--- src/rtl/booth_seq_mult.sv ---
// Iterative radix-2 Booth multiplier.
// One shared (W+1)-bit ripple add/subtract chain of full adders performs one
// Booth step per clock. A complete multiply takes W RUN cycles plus one DONE
// cycle, so one result is produced every W+2 cycles.
//
// Handshake: a request is accepted on a rising edge where o_ready=1 and
// i_start=1; the operands are captured on that same edge. o_ready is high only
// in IDLE, so i_start is ignored (not queued) while a multiply is in flight.
// o_done pulses for exactly one cycle when o_product is updated, and
// o_product then holds its value until the next o_done.

// Single-bit full adder: the cell the shared add/subtract chain is built from.
module full_adder (
    input  logic a_i,
    input  logic b_i,
    input  logic c_i,
    output logic s_o,
    output logic c_o
);
    // Sum and carry of three input bits.
    always_comb begin
        s_o = a_i ^ b_i ^ c_i;
        c_o = (a_i & b_i) | (a_i & c_i) | (b_i & c_i);
    end
endmodule

module booth_seq_mult #(
    parameter int WIDTH = 8
) (
    input  logic                   i_clk,
    input  logic                   i_rst,
    input  logic                   i_start,
    input  logic [WIDTH-1:0]       i_multiplicand,
    input  logic [WIDTH-1:0]       i_multiplier,
    output logic                   o_ready,
    output logic                   o_busy,
    output logic                   o_done,
    output logic [2*WIDTH-1:0]     o_product,
    output logic [1:0]             o_state
);

    localparam int CNT_W = $clog2(WIDTH);
    localparam logic [CNT_W-1:0] LAST_STEP = CNT_W'(WIDTH - 1);

    typedef enum logic [1:0] {
        S_IDLE = 2'd0,
        S_RUN  = 2'd1,
        S_DONE = 2'd2
    } state_t;

    state_t               state_q, state_d;
    logic [WIDTH:0]       a_q, a_d;      // partial-product accumulator, W+1 bits
    logic [WIDTH:0]       m_q, m_d;      // sign-extended multiplicand
    logic [WIDTH-1:0]     q_q, q_d;      // multiplier, shifted out LSB first
    logic                 qm1_q, qm1_d;  // Booth q(-1) bit
    logic [CNT_W-1:0]     cnt_q, cnt_d;  // completed Booth steps
    logic [2*WIDTH-1:0]   prod_q, prod_d;

    // Booth decode of the current multiplier pair {Q[0], q_m1}.
    logic                 do_add;
    logic                 do_sub;
    assign do_add = ~q_q[0] &  qm1_q;
    assign do_sub =  q_q[0] & ~qm1_q;

    // Shared ripple chain: subtraction is A + ~M with carry-in 1.
    logic [WIDTH:0]       add_b;
    logic [WIDTH:0]       add_sum;
    logic [WIDTH:0]       carry;
    logic                 cout_unused;   // top carry-out is discarded by design

    assign add_b    = do_sub ? ~m_q : m_q;
    assign carry[0] = do_sub;

    for (genvar i = 0; i <= WIDTH; i++) begin : g_chain
        if (i < WIDTH) begin : g_mid
            full_adder u_fa (
                .a_i (a_q[i]),
                .b_i (add_b[i]),
                .c_i (carry[i]),
                .s_o (add_sum[i]),
                .c_o (carry[i+1])
            );
        end else begin : g_top
            full_adder u_fa (
                .a_i (a_q[i]),
                .b_i (add_b[i]),
                .c_i (carry[i]),
                .s_o (add_sum[i]),
                .c_o (cout_unused)
            );
        end
    end

    // A after the optional add/subtract, before the shift.
    logic [WIDTH:0]       a_step;
    assign a_step = (do_add | do_sub) ? add_sum : a_q;

    // State and datapath registers; reset abandons any multiply in flight.
    always_ff @(posedge i_clk or posedge i_rst) begin
        if (i_rst) begin
            state_q <= S_IDLE;
            a_q     <= '0;
            m_q     <= '0;
            q_q     <= '0;
            qm1_q   <= 1'b0;
            cnt_q   <= '0;
            prod_q  <= '0;
        end else begin
            state_q <= state_d;
            a_q     <= a_d;
            m_q     <= m_d;
            q_q     <= q_d;
            qm1_q   <= qm1_d;
            cnt_q   <= cnt_d;
            prod_q  <= prod_d;
        end
    end

    // Next-state and datapath update: load in IDLE, one Booth step per RUN edge.
    always_comb begin
        state_d = state_q;
        a_d     = a_q;
        m_d     = m_q;
        q_d     = q_q;
        qm1_d   = qm1_q;
        cnt_d   = cnt_q;
        prod_d  = prod_q;

        unique case (state_q)
            S_IDLE: begin
                if (i_start) begin
                    m_d     = {i_multiplicand[WIDTH-1], i_multiplicand};
                    a_d     = '0;
                    q_d     = i_multiplier;
                    qm1_d   = 1'b0;
                    cnt_d   = '0;
                    state_d = S_RUN;
                end
            end
            S_RUN: begin
                // Arithmetic shift right of {A', Q, q_m1}; A's MSB is replicated.
                a_d   = {a_step[WIDTH], a_step[WIDTH:1]};
                q_d   = {a_step[0], q_q[WIDTH-1:1]};
                qm1_d = q_q[0];
                cnt_d = cnt_q + 1'b1;
                if (cnt_q == LAST_STEP) begin
                    prod_d  = {a_d[WIDTH-1:0], q_d};
                    state_d = S_DONE;
                end
            end
            S_DONE: begin
                state_d = S_IDLE;
            end
            default: begin
                state_d = S_IDLE;
            end
        endcase
    end

    // Status outputs decoded from registered state only.
    always_comb begin
        o_ready   = (state_q == S_IDLE);
        o_busy    = (state_q == S_RUN);
        o_done    = (state_q == S_DONE);
        o_product = prod_q;
        o_state   = state_q;
    end

endmodule

--- config.mk ---
export PLATFORM = sky130hd
export DESIGN_NAME = booth_seq_mult
export DESIGN_NICKNAME = d
export VERILOG_FILES = /design/src/rtl/booth_seq_mult.sv
export SDC_FILE = /design/constraint.sdc
export NUM_CORES = 1
export LEC_CHECK = 0
export CORE_MARGIN = 5
export CORE_UTILIZATION = 43
export DETAILED_ROUTE_END_ITERATION = 7
export PLACE_DENSITY = 0.74
export RECOVER_POWER = 50
export SETUP_SLACK_MARGIN = 0.4
export SLEW_MARGIN = 20
export SYNTH_ARGS = -nofsm -noshare
export SYNTH_HDL_FRONTEND = slang
export SYNTH_SLANG_ARGS = --single-unit
--- constraint.sdc ---
create_clock -name i_clk -period 4 [get_ports i_clk]
set_clock_uncertainty 0.15 [all_clocks]
set_input_delay 0.8 -clock i_clk [delete_from_list [all_inputs] [get_ports i_clk]]
set_output_delay 0.8 -clock i_clk [all_outputs]
set_load 0.02 [all_outputs]
==> flow_summary.ini <==
[floorplanning]
chipWidth_um = 82.33
design.die.area_sq_mm = 0.006778
dieHeight_um = 82.33
core_sq_mm = 0.005107
placementRows = 26
pin_count = 40
initial_utilization_pct = 44.05

[clock_network]
clockBufferDepth = 2
root_buffer = clkbuf_8
cts_tree = built
clock_sinks = 46
htreeDepth = 2
cts_buffers = 5
clk_pin_slew_ns = 0.08
clk_latency_ns = 0.29
postCtsHoldBufs = 0

[power_and_ir_drop]
power_density_mw_per_mm2 = 917.5
internal_power_mw = 1.551
leakagePower_nw = 1.246
pwr-share-comb_pct = 55.7
seq_power_share_pct = 34.1
p_sw_share_pct = 40.12
netSwitchingPower_mw = 1.039
total_power_mw = 2.590
vdd_drop_max_mv = 0.2782
p_clk_share_pct = 10.2

[global_routing]
grt_usage_pct = 14.84
antenna_found_initial = 0
overflow = 0
grt_max_degree = 29
grt_pass1_wl_mm = 7.472
grt_pass1_vias = 1501

[run_status]
violations = capacitance limit, setup timing
status = finished, violations left

[cells_and_area]
final_nets = 265
layout_commonest_cell = dfrtp_1
layout-drive-gt1-share_pct = 17.02
final_cell_mix = 46 x dfrtp_1, 37 x clkdlybuf4s50_1, 21 x o21ai_0
area_delta_synth_final_pct = 25.47
antenna_cells = 0
stdcell_area_sq_mm = 0.002823

[synth]
synth_edf_count = 0
ys_ff_latch = 46
synth_area_sq_mm = 0.002250
ys.flop_type = dfrtp_1
synthCells = 194
avgSynthCellArea_sq_um = 11.60
async_flop_share_pct = 100.0
syn_nets = 224
seq_area_frac_synth_pct = 51.17
synth_cell_types = 27
yosysWarnings = 0

[worst_setup_path]
cp.required_ns = 4.06
crit_fanout = 3
startpoint_type = flip-flop
cp_common_cell = fa_2
path_class = reg2reg
worstPathArrival_ns = 4.10
reg2reg_from = qm1_q
cp-end-kind = flip-flop
slowest_delay_ns = 0.41
cp_slowest_cell = fa_1
startpoint = qm1_q
crit_chain = inv_1 > ha_2 > mux2_2 > fa_2 > fa_2 > fa_2 > fa_2 > fa_2 > fa_2 > inv_2 > fa_1 > mux2_4 > o21ai_2

[detailed_routing]
dr.pass1.iters = 4
drc_errors = 0
drt_wl_total_mm = 4.457
routedWlPerCell_um = 14.61
vias = 1541
drt_iter0_drc = 87
vias_per_cell = 5.052
ant_nets = 0

[place]
dp_hpwl_mm = 3.081
place_ws_ns = -0.04880
io_buffers = 39
placed_area_sq_mm = 0.002731
gp_congestion = 0.7357

[timing]
fin_crit_sh_pct = 101.2
worst_slack_ns = -0.04849
max_clock_freq_mhz = 247.0
setup_viol = 2
slew_headroom_pct = 0.5419
min_period_ns = 4.048
rsz0062_at_grt = yes
hold_viol = 0
whs_ns = 0.3321
worstMarginPinSlew_ns = 1.492
finalMaxSlewViolations = 0

[min_path]
hold_class = reg2reg
min_from = o_product[12]

[job]
cap_violations = 1
## kinds of logic after synthesis
group | share of synthesized area (%)
AOI/OAI and AO/OA | 10.96
xor gates and xnor gates | 3.115
adders and majority gates | 8.788
buffers and inverters | 3.782
DFF | 51.17
muxes | 12.35
and+or+nand+nor | 9.844
## registers in the layout, indices dropped and copies added, names as in the netlist
| name | cells |
|---|---|
| o_product | 16 |
| qm1_q | 1 |
| a_q | 8 |
| o_state | 2 |
| m_q | 8 |
| cnt_q | 3 |
| q_q | 8 |
## cells in the mapped netlist (2+ instances only)
library cell   n  area share [%]
dfrtp_1       46              51
o21ai_0       24             5.3
nand2_1       16             2.7
nand3_1       11             2.4
mux2_2        10             5.0
a21oi_1        9             2.0
nor2b_1        9             2.5
fa_1           8             7.1
a22oi_1        7             2.3
inv_1          7             1.2
mux2_4         7             4.7
xor2_1         7             2.7
clkbuf_1       6             1.0
mux2i_1        6             2.7
buf_2          5             1.1
ha_1           3             1.7
a31oi_1        2            0.56
nand2b_1       2            0.56
## through the flow
| stage | setup TNS [ns] | instances | util, % |
|---|---|---|---|
| floorplan | -0.1354 | 194 | - |
| global placement | 0 | 297 | 53.48 |
| detailed placement | -0.07199 | 297 | 53.48 |
| CTS | -0.09275 | 305 | 55.12 |
| global route | -0.2743 | 305 | 55.27 |
| finish | -0.06320 | 305 | 55.27 |
## worst max-delay path, delay by kind of cell, from the launching register on
family / cells / cell delay [ns]
buffers and inverters: 2 / 0.12
AOI/OAI and AO/OA: 1 / 0.12
adders and majority gates: 8 / 2.66
DFF: 1 / 0.35
muxes: 2 / 0.57
## cell type report
cell class                 count  area [sq um]
fill                         463          2285
sequential                    46          1151
multi-input combinational    129          1042
timing repair buffer          46         439.2
tap                           70         87.58
clock buffer                   7         76.32
inverter                       7         26.28
## routing by layer
metal	GRT usage [%]	wire length [um]	vias up
li1	-	-	745
met5	0	0	-
met1	20.59	2096	769
met4	6.478	76	0
met2	22.20	2134	22
met3	3.362	150	5
## what timing repair did
item	CTS	global route
setup endpoints to repair	5	6
gates resized for setup	1	5
buffers inserted	1	0
pin swaps	2	2
## power by group through the flow
| stage | clock, mW | combinational (mW) | sequential [mW] |
|---|---|---|---|
| after detailed placement | 0 | 1.38 | 0.892 |
| after CTS | 0.271 | 1.41 | 0.885 |
| after floorplan | 0 | 0.869 | 0.950 |
| final | 0.264 | 1.44 | 0.884 |
| after global routing | 0.295 | 1.62 | 0.919 |
| after global placement | 0 | 1.33 | 0.886 |
## path summary, 6_finish.rpt
check	slack [ns]	endpoint	depth (start not counted)
hold reg to reg	0.33	o_product[12]	2
setup reg to reg	-0.05	o_product[14]	13
min in group asynchronous	0.82	o_product[8]	2
max in group asynchronous	1.14	q_q[1]	3
setup / recovery	-0.05	o_product[14]	13
hold / removal	0.33	o_product[12]	2
Power figures use the tool's default switching activity.
